File: config.mk
export PLATFORM = sky130hd
export DESIGN_NAME = pipe_if_stage_flat
export DESIGN_NICKNAME = d
export VERILOG_FILES = /design/src/rtl/pipe_if_stage_pkg.sv /design/src/rtl/pipe_if_stage_if.sv /design/src/rtl/pipe_npc_mux.sv /design/src/rtl/pipe_if_stage.sv /design/src/flat_wrapper.sv
export SDC_FILE = /design/constraint.sdc
export NUM_CORES = 1
export LEC_CHECK = 0
export BUFFER_PORTS_ARGS = -buffer_cell sky130_fd_sc_hd__buf_4
export CAP_MARGIN = 20
export CORE_MARGIN = 5
export CORE_UTILIZATION = 46
export DETAILED_ROUTE_END_ITERATION = 12
export PLACE_DENSITY = 0.75
export SYNTH_ARGS = -nofsm -noshare
export SYNTH_HDL_FRONTEND = slang
export SYNTH_HIERARCHICAL = 1
export SYNTH_SLANG_ARGS = --single-unit
File: constraint.sdc
create_clock -name clk -period 2.5 [get_ports clk]
set_clock_uncertainty 0.2 [all_clocks]
set_input_delay 0.75 -clock clk [delete_from_list [all_inputs] [get_ports clk]]
set_output_delay 0.75 -clock clk [all_outputs]
set_load 0.01 [all_outputs]
File: src/rtl/pipe_if_stage_pkg.sv
// Shared definitions for the instruction-fetch stage: PC-source encodings,
// FSM state type and default reset PC / bubble instruction.
package pipe_if_stage_pkg;

  // pcsource encodings driven by decode
  localparam logic [1:0] PCSRC_SEQ = 2'b00;  // pc + 4
  localparam logic [1:0] PCSRC_BR  = 2'b01;  // branch target (bpc)
  localparam logic [1:0] PCSRC_JR  = 2'b10;  // register target (rpc)
  localparam logic [1:0] PCSRC_J   = 2'b11;  // jump target (jpc)

  // Defaults for the top-level parameters
  localparam logic [31:0] IF_RESET_PC = 32'h0040_0000;
  localparam logic [31:0] IF_NOP_INST = 32'h0000_0000;

  // FETCH: request outstanding to memory; HOLD: answered but not yet consumed
  typedef enum logic [0:0] {
    ST_FETCH = 1'b0,
    ST_HOLD  = 1'b1
  } if_state_e;

endpackage

File: src/rtl/pipe_if_stage_if.sv
// Instruction-memory fetch bus: request/address out, ack/data back.
interface pipe_if_stage_if;
  logic        req;
  logic [31:0] addr;
  logic        ack;
  logic [31:0] rdata;

  // Fetch stage drives the request side
  modport master (output req, output addr, input ack, input rdata);
  // Instruction memory answers
  modport slave (input req, input addr, output ack, output rdata);
endinterface

File: src/rtl/pipe_npc_mux.sv
// Next-PC selection: live redirect from decode first, then a remembered
// (pending) redirect, then sequential pc+4.
module pipe_npc_mux
  import pipe_if_stage_pkg::*;
(
  input  logic [1:0]  pcsource,
  input  logic [31:0] bpc,
  input  logic [31:0] rpc,
  input  logic [31:0] jpc,
  input  logic [31:0] pc,
  input  logic        pend_valid,
  input  logic [31:0] pend_target,
  output logic        redirect,
  output logic [31:0] sel_target,
  output logic [31:0] npc
);

  logic [31:0] seq_pc;

  assign seq_pc = pc + 32'd4;  // wraps modulo 2^32

  // Select the live redirect target, then apply live > pending > sequential
  always_comb begin
    redirect   = (pcsource != PCSRC_SEQ);
    sel_target = seq_pc;
    case (pcsource)
      PCSRC_BR: sel_target = bpc;
      PCSRC_JR: sel_target = rpc;
      PCSRC_J:  sel_target = jpc;
      default:  sel_target = seq_pc;
    endcase
    if (redirect) begin
      npc = sel_target;
    end else if (pend_valid) begin
      npc = pend_target;
    end else begin
      npc = seq_pc;
    end
  end

endmodule

File: src/rtl/pipe_if_stage.sv
// Instruction-fetch stage. Owns the PC, fetches over the imem req/ack bus and
// presents {pc4, inst} to the IF/ID register. A bubble (NOP_INST) is shown
// while memory has not answered; an answered-but-stalled instruction is parked
// in a hold buffer. Redirects from decode take effect after the delay slot.
module pipe_if_stage
  import pipe_if_stage_pkg::*;
#(
  parameter logic [31:0] RESET_PC = IF_RESET_PC,
  parameter logic [31:0] NOP_INST = IF_NOP_INST
) (
  input  logic              clk,
  input  logic              rst,       // asynchronous, active low
  input  logic              nostall,
  input  logic [1:0]        pcsource,
  input  logic [31:0]       bpc,
  input  logic [31:0]       rpc,
  input  logic [31:0]       jpc,
  pipe_if_stage_if.master   imem,
  output logic [31:0]       pc4,
  output logic [31:0]       inst
);

  if_state_e   state_reg;
  if_state_e   state_next;
  logic [31:0] pc_reg;
  logic [31:0] buf_reg;
  logic        pend_valid_reg;
  logic [31:0] pend_target_reg;

  logic        consume;
  logic        redirect;
  logic [31:0] sel_target;
  logic [31:0] npc;

  pipe_npc_mux u_npc_mux (
    .pcsource    (pcsource),
    .bpc         (bpc),
    .rpc         (rpc),
    .jpc         (jpc),
    .pc          (pc_reg),
    .pend_valid  (pend_valid_reg),
    .pend_target (pend_target_reg),
    .redirect    (redirect),
    .sel_target  (sel_target),
    .npc         (npc)
  );

  // FSM state register
  always_ff @(posedge clk or negedge rst) begin
    if (!rst) begin
      state_reg <= ST_FETCH;
    end else begin
      state_reg <= state_next;
    end
  end

  // Next state, consume decision and presented outputs
  always_comb begin
    state_next = state_reg;
    consume    = 1'b0;
    imem.req   = 1'b0;
    imem.addr  = pc_reg;
    pc4        = pc_reg + 32'd4;
    inst       = NOP_INST;
    case (state_reg)
      ST_FETCH: begin
        imem.req = 1'b1;
        if (imem.ack) begin
          inst    = imem.rdata;
          consume = nostall;
          if (!nostall) begin
            state_next = ST_HOLD;
          end
        end
      end
      ST_HOLD: begin
        inst    = buf_reg;
        consume = nostall;
        if (nostall) begin
          state_next = ST_FETCH;
        end
      end
      default: state_next = ST_FETCH;
    endcase
  end

  // PC advances only when IF/ID takes the presented instruction
  always_ff @(posedge clk or negedge rst) begin
    if (!rst) begin
      pc_reg <= RESET_PC;
    end else if (consume) begin
      pc_reg <= npc;
    end
  end

  // Park an answered instruction that IF/ID could not take
  always_ff @(posedge clk or negedge rst) begin
    if (!rst) begin
      buf_reg <= NOP_INST;
    end else if (state_reg == ST_FETCH && imem.ack && !nostall) begin
      buf_reg <= imem.rdata;
    end
  end

  // Remember a redirect that arrived while the delay slot was not yet consumed
  always_ff @(posedge clk or negedge rst) begin
    if (!rst) begin
      pend_valid_reg  <= 1'b0;
      pend_target_reg <= 32'h0000_0000;
    end else if (consume) begin
      pend_valid_reg  <= 1'b0;
    end else if (nostall && redirect) begin
      pend_valid_reg  <= 1'b1;
      pend_target_reg <= sel_target;
    end
  end

endmodule

File: src/flat_wrapper.sv
// flat-port wrapper written by rule: the top's interface ports become plain ports
module pipe_if_stage_flat import pipe_if_stage_pkg::*;
#(
  parameter logic [31:0] RESET_PC = IF_RESET_PC,
  parameter logic [31:0] NOP_INST = IF_NOP_INST
)
  (clk, rst, nostall, pcsource, bpc, rpc, jpc, pc4, inst, imem_req, imem_addr, imem_ack, imem_rdata);
  pipe_if_stage_if imem_i ();
  input  logic clk;
  input  logic rst;
  input  logic nostall;
  input  logic [1:0] pcsource;
  input  logic [31:0] bpc;
  input  logic [31:0] rpc;
  input  logic [31:0] jpc;
  output logic [31:0] pc4;
  output logic [31:0] inst;
  output wire logic [$bits(imem_i.req)-1:0] imem_req;
  output wire logic [$bits(imem_i.addr)-1:0] imem_addr;
  input wire logic [$bits(imem_i.ack)-1:0] imem_ack;
  input wire logic [$bits(imem_i.rdata)-1:0] imem_rdata;
  assign imem_req = imem_i.req;
  assign imem_addr = imem_i.addr;
  assign imem_i.ack = imem_ack;
  assign imem_i.rdata = imem_rdata;
  pipe_if_stage #(.RESET_PC(RESET_PC), .NOP_INST(NOP_INST)) u_core (.clk(clk), .rst(rst), .nostall(nostall), .pcsource(pcsource), .bpc(bpc), .rpc(rpc), .jpc(jpc), .imem(imem_i), .pc4(pc4), .inst(inst));
endmodule
==> flow_metrics.tcl, run 1 <==
set metrics [dict create \
    synth_cells 647 \
    syn-num-nets 783 \
    antenna_found_initial 0 \
    hold_class "primary input to async pin" \
    p_leak_uw 0.00462 \
    seq_area_frac_synth 0.364 \
    synth_area_um2 6740 \
    relSlewSlack 0.570 \
    n_antenna_cell 0 \
    initial_core_util 0.467 \
    regArea_um2 2470 \
    placementRows 44 \
    timing.rr.end "u_core/pend_target_reg[18]" \
    max_freq_ghz 0.325 \
    gp_congestion 0.932 \
    tritoncts "built" \
    use_met2 0.437 \
    synth.top_cell.area_share 0.360 \
    cts_buffers 9 \
    fillers 1009 \
    vias 6754 \
    power_frac_comb 0.466 \
    grtUsageTotal 0.254 \
    clockPowerShare 0.210 \
    cts.sinks 98 \
    r2r-start "u_core/imem.addr[2]" \
    setup_ws_ns -0.574 \
    critPathMaxFanout 8 \
    use_met3 0.0541 \
    grt_pass1_wl_um 34600 \
    intPower_uw 4480 \
    crit_start "u_core/imem.addr[15]" \
    min_period_ns 3.07 \
    die_h_um 131 \
    syn_to_final_growth_pct 53.1 \
    grt_pass1_vias 6866 \
    wl_per_cell_um 20.8 \
    io_buffers 230 \
    fin_crit_sh 1.23 \
    final_hold_viol_count 0 \
    die_area_um2 17200 \
    cp-end-kind "output pin" \
    final_antenna_net_count 0 \
    status "finished with violations" \
    final_nets 1085 \
    crit_type "flop to output pin" \
    core_um2 14400 \
    power_density_nw_per_um2 673 \
    power_switching_uw 2460 \
    synth_cell_types 53 \
    synth-edff-count 0 \
    synth_ff_type "dfrtp_1" \
    grt_use_met1 0.312 \
    clockBufferDepth 2 \
    ctsHoldBuffers 0 \
    power_frac_seq 0.325 \
    hpwl_um 16700 \
    clk_latency_ns 0.35 \
    first_pass_iters 5 \
    setup_viol 44 \
    slew_violations 0 \
    rsz0062_at_grt "true" \
    io_pins 231 \
    vdd_drop_max_mv 0.357 \
    tightest_slew_ns 0.643 \
    clk_pin_slew_ns 0.07 \
    remaining_drc_errors 0 \
    syn_area_per_cell_um2 10.4 \
    globalRoute.totalOverflow 0 \
    wirelength_um 23600 \
    worstPathRequired_ns 1.55 \
    r2r_slack_ns -0.18 \
    place_ws_ns -0.241 \
    violations "negative setup slack" \
    synthTopCellsByArea "dfrtp_1 (36%), mux2_2 (20%), a22o_1 (4.2%), xnor2_1 (4.2%), mux4_2 (4.0%)" \
    grt-busiest-layer "met2" \
    dieWidth_um 131 \
    start_kind "flop" \
    synthArstFlopShare 1.00 \
    tns_ns -10.87 \
    r2r_cells 13 \
    clockRootBuffer "clkbuf_16" \
    synth_top_cell_by_area "dfrtp_1" \
    drtIter0Drc 519 \
    worstSetupEndpoint "pc4[30]" \
    ys_ff_latch 98 \
    multiInputGateArea_um2 4580 \
    maxCapViolCount 0 \
    drive_gt1_frac 0.605 \
    cp_data_arrival_time_ns 2.12 \
    ys_warn_count 6 \
    viasPerCell 5.93 \
    switching_share 0.354 \
    ctsHtreeMaxLevel 3 \
    grt_max_degree 39 \
]
-- worst min path at each step --
stage / slack, ns / depth (start not counted) / to
floorplan: 0.25 / 0 / u_core/buf_reg[0]
global placement: 0.27 / 1 / u_core/buf_reg[6]
detailed placement: 0.29 / 1 / u_core/buf_reg[6]
CTS: 0.12 / 1 / u_core/imem.addr[25]
global route: 0.15 / 1 / u_core/imem.addr[25]
finish: 0.12 / 1 / u_core/imem.addr[25]
-- power by group through the flow --
stage / logic [uW] / registers, uW / clock network [uW]
2_1_floorplan: 1280 / 2420 / 0
3_3_place_gp: 2720 / 2230 / 0
3_5_place_dp: 2810 / 2270 / 0
4_1_cts: 2910 / 2240 / 1480
5_1_grt: 3440 / 2290 / 1550
6_report: 3230 / 2250 / 1460
-- placed cells by master, fill, tap and decap left out, types with 6 or more instances in the layout --
cell type  instances
a21oi_1            8
a22o_1            32
a22oi_1           22
and3_1             7
buf_12             6
buf_4            306
buf_6             19
clkbuf_16          9
dfrtp_1           83
dfrtp_2           14
inv_1             13
mux2_2           114
mux2_4             8
mux2i_1           10
mux4_2            12
nand2_1           27
nand3_1           18
nand3_2            9
nand4_1           18
nor2_1            16
nor3_1             6
nor4_4             7
o211ai_1          10
o21ai_0           31
o21ai_1           11
xnor2_1           21
xnor2_2           10
xor2_1            17
-- cells by family (layout without fill, tap and decap cells) --
| logic type | count (synthesis) | in the layout | share of synthesized area |
|---|---|---|---|
| adder cells (fa/ha/maj) | 2 | 2 | 0.00371 |
| AND/OR/NAND/NOR | 165 | 165 | 0.139 |
| multiplexers | 145 | 145 | 0.260 |
| flip-flops | 98 | 98 | 0.364 |
| XOR/XNOR | 53 | 53 | 0.0689 |
| AO/OA/AOI/OAI | 126 | 126 | 0.128 |
| buffers and inverters | 58 | 365 | 0.0362 |
-- worst max-delay path, stage by stage, from the launching register on --
cell and delay [ns]:
dfrtp_2 0.37, nand4_1 0.18, or4_4 0.70, nor4_4 0.18
xor2_1 0.19, buf_4 0.14
-- final cells by class --
class                           instances  share of cell area
Multi-Input combinational cell        491               0.444
Timing Repair Buffer                  335               0.260
Sequential cell                        98               0.240
Tap cell                              184              0.0223
Clock buffer                            9              0.0218
Clock inverter                          7             0.00752
Inverter                               14             0.00509
-- synthesized netlist by cell type, types with 10 or more instances --
library cell,number
mux4_2,12
o21ai_0,41
inv_1,14
nand4_1,18
a22oi_1,22
mux2_2,122
nand3_1,31
nand2_1,32
nor2_1,24
o211ai_1,10
mux2i_1,10
xnor2_1,32
clkbuf_1,27
buf_2,12
a22o_1,32
dfrtp_1,97
nor3_1,14
xor2_1,21
-- stage by stage --
step / total power (uW) / hold WS, ns / area [um2] / util / cells
floorplan: 3700 / 0.254 / 6880 / - / 647
global placement: 4950 / 0.272 / 9270 / 0.643 / 1096
detailed placement: 5080 / 0.290 / 9270 / 0.643 / 1096
CTS: 6630 / 0.122 / 9790 / 0.679 / 1121
global route: 7280 / 0.145 / 10300 / 0.715 / 1138
finish: 6940 / 0.120 / 10300 / 0.715 / 1138
-- metal layers --
| layer | vias up | routed length, um |
|---|---|---|
| met4 | 0 | 824 |
| met5 | - | 0 |
| met3 | 78 | 2110 |
| met2 | 372 | 11700 |
| met1 | 3278 | 9030 |
| li1 | 3026 | - |
-- what timing repair did --
item,in CTS,in global routing
buffers inserted,11,20
setup endpoints to repair,43,64
pin swaps,12,33
cloned,0,1
gates resized for setup,33,92
(Power assumes the default switching activity.)
==> run 2, diff against run 1 <==
--- a/config.mk
+++ b/config.mk
@@ -8,10 +8,11 @@
 export BUFFER_PORTS_ARGS = -buffer_cell sky130_fd_sc_hd__buf_4
 export CAP_MARGIN = 20
 export CORE_MARGIN = 5
-export CORE_UTILIZATION = 46
+export CORE_UTILIZATION = 55
 export DETAILED_ROUTE_END_ITERATION = 12
-export PLACE_DENSITY = 0.75
+export PLACE_DENSITY = 0.84
 export SYNTH_ARGS = -nofsm -noshare
 export SYNTH_HDL_FRONTEND = slang
 export SYNTH_HIERARCHICAL = 1
 export SYNTH_SLANG_ARGS = --single-unit
+export TNS_END_PERCENT = 10
==> constraint.sdc (replaced) <==
create_clock -name clk -period 3.9 [get_ports clk]
set_clock_uncertainty 0.2 [all_clocks]
set_input_delay 1.17 -clock clk [delete_from_list [all_inputs] [get_ports clk]]
set_output_delay 1.17 -clock clk [all_outputs]
set_load 0.01 [all_outputs]
==> run 2 against run 1 <==
  * The flow now finishes without violations
  * Die area is 15% lower
  * Sequential power is 33% lower
  * Critical path depth stayed put
  * Largest power group unchanged
  * Largest cell class unchanged
  * Critical path type unchanged
  * Setup slack better by 0.67 ns
  * Wire length is 11% lower
  * Core utilization is 3.3 points higher
  * Non-clock buffer count is 77 lower
==> flow_metrics.tcl, run 2 (synthesis gave the netlist of run 1 again) <==
set metrics [dict create \
    status "completed" \
    maxCapViolCount 0 \
    start_kind "flop" \
    final_antenna_net_count 0 \
    r2r_slack_ns 1.03 \
    vias 6387 \
    clockBufferDepth 2 \
    post_dp_cell_area_um2 8690 \
    whs_ns 0.304 \
    syn_to_final_growth_pct 33.3 \
    clockRootBuffer "clkbuf_16" \
    worstSetupEndpoint "pc4[31]" \
    fin_crit_sh 0.976 \
    io_pins 231 \
    tritoncts "built" \
    whs_path_depth 1 \
    globalRoute.totalOverflow 0 \
    crit_type "flop to output pin" \
    wl_per_cell_um 20.5 \
    viasPerCell 6.24 \
    max_freq_ghz 0.263 \
    cp_data_arrival_time_ns 2.44 \
    setup_viol 0 \
    setup_ws_ns 0.0922 \
    place_ws_ns 0.402 \
    final_common_cell "buf_4" \
    cts.sinks 98 \
    cp-end-kind "output pin" \
    wirelength_um 20900 \
    grtUsageTotal 0.289 \
    stdcell_area_um2 8980 \
    hpwl_um 15200 \
    gp_congestion 0.882 \
    tightest_slew_ns 0.909 \
    final_cell_mix "buf_4 (258), mux2_2 (122), dfrtp_1 (96), o21ai_0 (41)" \
    clk_pin_slew_ns 0.07 \
    final_nets 1008 \
    dieWidth_um 121 \
    n_antenna_cell 0 \
    final_hold_viol_count 0 \
    die_h_um 121 \
    drtIter0Drc 419 \
    total_power_uw 3960 \
    die_area_um2 14600 \
    remaining_drc_errors 0 \
    critPathMaxFanout 9 \
    placementRows 40 \
    r2r_cells 6 \
    grt_pass1_vias 6816 \
    min_period_ns 3.81 \
    initial_core_util 0.561 \
    first_pass_iters 5 \
    slew_violations 0 \
    io_buffers 230 \
    cts_buffers 9 \
    clk_latency_ns 0.35 \
    grt_pass1_wl_um 33700 \
    vdd_drop_max_mv 0.260 \
    ctsHoldBuffers 0 \
    ctsHtreeMaxLevel 3 \
    r2r-start "u_core/imem.addr[7]" \
    core_um2 12000 \
    fillers 842 \
    timing.rr.end "u_core/imem.addr[29]" \
    antenna_found_initial 0 \
    hold_class "flop to flop" \
    power_density_nw_per_um2 441 \
    drive_gt1_frac 0.490 \
    relSlewSlack 0.394 \
    crit_start "u_core/imem.addr[12]" \
    grt_max_degree 70 \
    p_leak_uw 0.00397 \
    worstPathRequired_ns 2.53 \
]
==> run 2: cell types whose count changed in the layout (fill, tap and decap cells not counted), sizes merged <==
cell,before,now
bufinv,1,0
buf,334,258
inv,16,18
clkinv,1,2
clkinvlp,3,0
==> run 2: worst min-delay path by stage <==
stage	start	end	slack (ns)
after floorplan	u_core/buf_reg[6]	u_core/buf_reg[6]	0.26
after global placement	u_core/pend_target_reg[21]	u_core/pend_target_reg[21]	0.28
after detailed placement	u_core/buf_reg[6]	u_core/buf_reg[6]	0.29
after CTS	u_core/pend_target_reg[21]	u_core/pend_target_reg[21]	0.30
after global routing	u_core/buf_reg[7]	u_core/buf_reg[7]	0.33
final	u_core/pend_target_reg[21]	u_core/pend_target_reg[21]	0.30
==> run 2: layer usage <==
metal  global-route usage  routed length (um)  up-vias
met4                0.146                 770        0
li1                     -                   -     2878
met5                    0                   0        -
met2                0.488               10400      331
met1                0.346                8050     3111
met3               0.0655                1760       67
==> run 2: worst max-delay path, stage by stage, from the launching register on <==
cell     delay [ns]
dfrtp_1        0.55
nand4_1        0.25
or4_4          0.59
nor4_2         0.34
xor2_1         0.20
buf_4          0.15
==> run 2: what timing repair did <==
action,in CTS,in global routing
buffers inserted,0,0
gates resized for setup,0,2
setup endpoints to repair,0,7
==> run 2: area by class of cell <==
class                           count  area [um2]  share of cell area
Clock buffer                       10         239              0.0266
Clock inverter                      6        47.5             0.00529
Inverter                           14        52.6             0.00585
Multi-Input combinational cell    491        4070               0.453
Sequential cell                    98        2450               0.273
Tap cell                          147         184              0.0205
Timing Repair Buffer              258        1940               0.216
==> run 2: stage by stage <==
stage	cells	TNS [ns]	utilization
4_1_cts	1024	0	0.748
3_3_place_gp	1008	0	0.724
3_5_place_dp	1008	0	0.724
6_report	1024	0	0.748
5_1_grt	1024	-0.00777	0.748
2_1_floorplan	647	0	-
==> run 2: power by group <==
part           total (uW)  leakage (uW)  switching, uW  internal (uW)
clock network         875      0.000146            416            460
logic                1590       0.00266            741            846
registers            1500       0.00117            241           1260
==> run 3, diff against run 2 <==
--- a/config.mk
+++ b/config.mk
@@ -7,10 +7,10 @@
 export LEC_CHECK = 0
 export BUFFER_PORTS_ARGS = -buffer_cell sky130_fd_sc_hd__buf_4
 export CAP_MARGIN = 20
-export CORE_MARGIN = 5
-export CORE_UTILIZATION = 55
+export CORE_MARGIN = 10
+export CORE_UTILIZATION = 46
 export DETAILED_ROUTE_END_ITERATION = 12
-export PLACE_DENSITY = 0.84
+export PLACE_DENSITY = 0.75
 export SYNTH_ARGS = -nofsm -noshare
 export SYNTH_HDL_FRONTEND = slang
 export SYNTH_HIERARCHICAL = 1
==> constraint.sdc (replaced) <==
create_clock -name clk -period 3.32 [get_ports clk]
set_clock_uncertainty 0.2 [all_clocks]
set_input_delay 0.996 -clock clk [delete_from_list [all_inputs] [get_ports clk]]
set_output_delay 0.996 -clock clk [all_outputs]
set_load 0.01 [all_outputs]
==> run 3 against run 2 <==
  * Via count fell by 2.2%
  * Setup slack got worse by 0.077 ns
  * Die area rose by 37%
  * Clock-buffer cell count fell by 1
  * Total power rose by 20%
  * Sequential share of layout area fell by 0.89 points
  * Design area rose by 3.3%
  * Critical path depth rose by 1
  * Non-clock buffer count rose by 15
  * Sequential power rose by 12%
  * Clock power rose by 23%
  * Critical path type unchanged
  * Critical endpoint is now pc4[29]
  * Largest cell class unchanged
  * Largest power group unchanged
==> flow_metrics.tcl, run 3 (synthesis gave the netlist of run 1 again) <==
set metrics [dict create \
    grtUsageTotal 0.215 \
    cts.sinks 98 \
    cpMaxStageDelayCell "or4_4" \
    clk_pin_slew_ns 0.07 \
    status "completed" \
    ctsHoldBuffers 0 \
    io_buffers 230 \
    io_pins 231 \
    final_common_cell "buf_4" \
    drtIter0Drc 406 \
    path_cells "buf_6, nand2_2, or4_4, nor3_1, xnor2_1, buf_4" \
    tritoncts "built" \
    gp_congestion 0.852 \
    fin_crit_sh 0.995 \
    max_stage_delay_ns 0.57 \
    ctsHtreeMaxLevel 3 \
    final_nets 1023 \
    place_ws_ns 0.151 \
    remaining_drc_errors 0 \
    final_hold_viol_count 0 \
    core_um2 14400 \
    rsz0062_at_grt "true" \
    hpwl_um 16400 \
    numPlacedInstances 1059 \
    tightest_slew_ns 1.00 \
    fin_cells 1076 \
    die_h_um 141 \
    initial_core_util 0.467 \
    power_frac_comb 0.421 \
    r2r-start "u_core/imem.addr[2]" \
    die_area_um2 19900 \
    critPathMaxFanout 7 \
    placementRows 44 \
    clk_latency_ns 0.35 \
    globalRoute.totalOverflow 0 \
    wirelength_um 21800 \
    grt_pass1_vias 6649 \
    clockPowerShare 0.226 \
    power_switching_uw 1640 \
    grt_max_degree 59 \
    switching_share 0.343 \
    worstPathRequired_ns 2.12 \
    crit_start "u_core/imem.addr[3]" \
    n_antenna_cell 0 \
    grt_pass1_wl_um 34800 \
    whs_ns 0.246 \
    hold_class "primary input to async pin" \
    clockRootBuffer "clkbuf_16" \
    relSlewSlack 0.330 \
    maxCapViolCount 0 \
    max_freq_ghz 0.303 \
    power_density_nw_per_um2 514 \
    clockBufferDepth 2 \
    wl_per_cell_um 20.3 \
    vias 6248 \
    final_antenna_net_count 0 \
    min_period_ns 3.30 \
    final_cell_mix "buf_4 (266), mux2_2 (122), dfrtp_1 (97), o21ai_0 (41)" \
    intPower_uw 3130 \
    dieWidth_um 141 \
    vdd_drop_max_mv 0.329 \
    setup_viol 0 \
    viasPerCell 5.81 \
    cp_data_arrival_time_ns 2.11 \
    antenna_found_initial 0 \
    p_leak_uw 0.00410 \
    drive_gt1_frac 0.506 \
    power_frac_seq 0.353 \
    first_pass_iters 5 \
    crit_type "flop to output pin" \
    slew_violations 0 \
    start_kind "flop" \
    setup_ws_ns 0.0153 \
    cp-end-kind "output pin" \
    cts_buffers 9 \
    syn_to_final_growth_pct 37.7 \
    fillers 1259 \
]
-- run 3: cell count changes in the layout (fill, tap and decap cells not counted), sizes merged --
cell / change
buf: +15
clkbuf: -1
bufinv: +1
clkinvlp: +1
clkinv: +1
inv: -2
-- run 3: worst paths after layout --
| check | endpoint | slack, ns | depth (start not counted) |
|---|---|---|---|
| min reg2reg | u_core/buf_reg[6] | 0.30 | 1 |
| min in group clk | u_core/buf_reg[6] | 0.30 | 1 |
| max reg2reg | u_core/imem.addr[29] | 0.66 | 9 |
| min | u_core/pend_target_reg[6] | 0.25 | 1 |
| max | pc4[29] | 0.02 | 6 |
| max in group asynchronous | u_core/imem.addr[22] | 1.98 | 2 |
-- run 3: through the flow --
step / total power, uW / util / setup TNS [ns] / area (um2)
5_1_grt: 5060 / 0.643 / -0.490 / 9280
3_5_place_dp: 3690 / 0.618 / 0 / 8910
3_3_place_gp: 3640 / 0.618 / 0 / 8910
2_1_floorplan: 2750 / - / 0 / 6750
4_1_cts: 4790 / 0.642 / -0.0206 / 9260
6_report: 4770 / 0.643 / 0 / 9280
-- run 3: worst max-delay path, delay by kind of cell, from the launching register on --
kind          cells  cell delay, ns
simple gates      3            0.91
xor+xnor          1            0.15
buf+inv           2            0.29
flops             1            0.40
-- run 3: power groups by stage --
| stage | Clock, uW | Sequential (uW) | Combinational [uW] |
|---|---|---|---|
| floorplan | 0 | 1800 | 945 |
| global placement | 0 | 1690 | 1950 |
| detailed placement | 0 | 1700 | 1990 |
| CTS | 1100 | 1680 | 2010 |
| global route | 1150 | 1730 | 2190 |
| finish | 1080 | 1680 | 2010 |
-- run 3: area by class of cell --
cell class / count / area, um2 / share of cell area
tap: 184 / 230 / 0.0248
timing repair buffer: 273 / 2120 / 0.228
inverter: 14 / 52.6 / 0.00566
sequential: 98 / 2450 / 0.264
clock buffer: 9 / 225 / 0.0243
clock inverter: 7 / 77.6 / 0.00836
multi-input combinational: 491 / 4120 / 0.444
-- run 3: layer usage --
layer  GRT usage  vias up  routed length (um)
met2       0.345      282               10100
met3      0.0857       24                2380
li1            -     2902                   -
met1       0.258     3040                9000
met4      0.0674        0                 379
met5           0        -                   0
-- run 3: repair_timing --
action / in CTS / in global routing
pin swaps: 3 / 1
buffers inserted: 1 / 0
hold endpoints to repair: 0 / 0
gates resized for setup: 7 / 6
endpoints found under the setup margin: 12 / 10
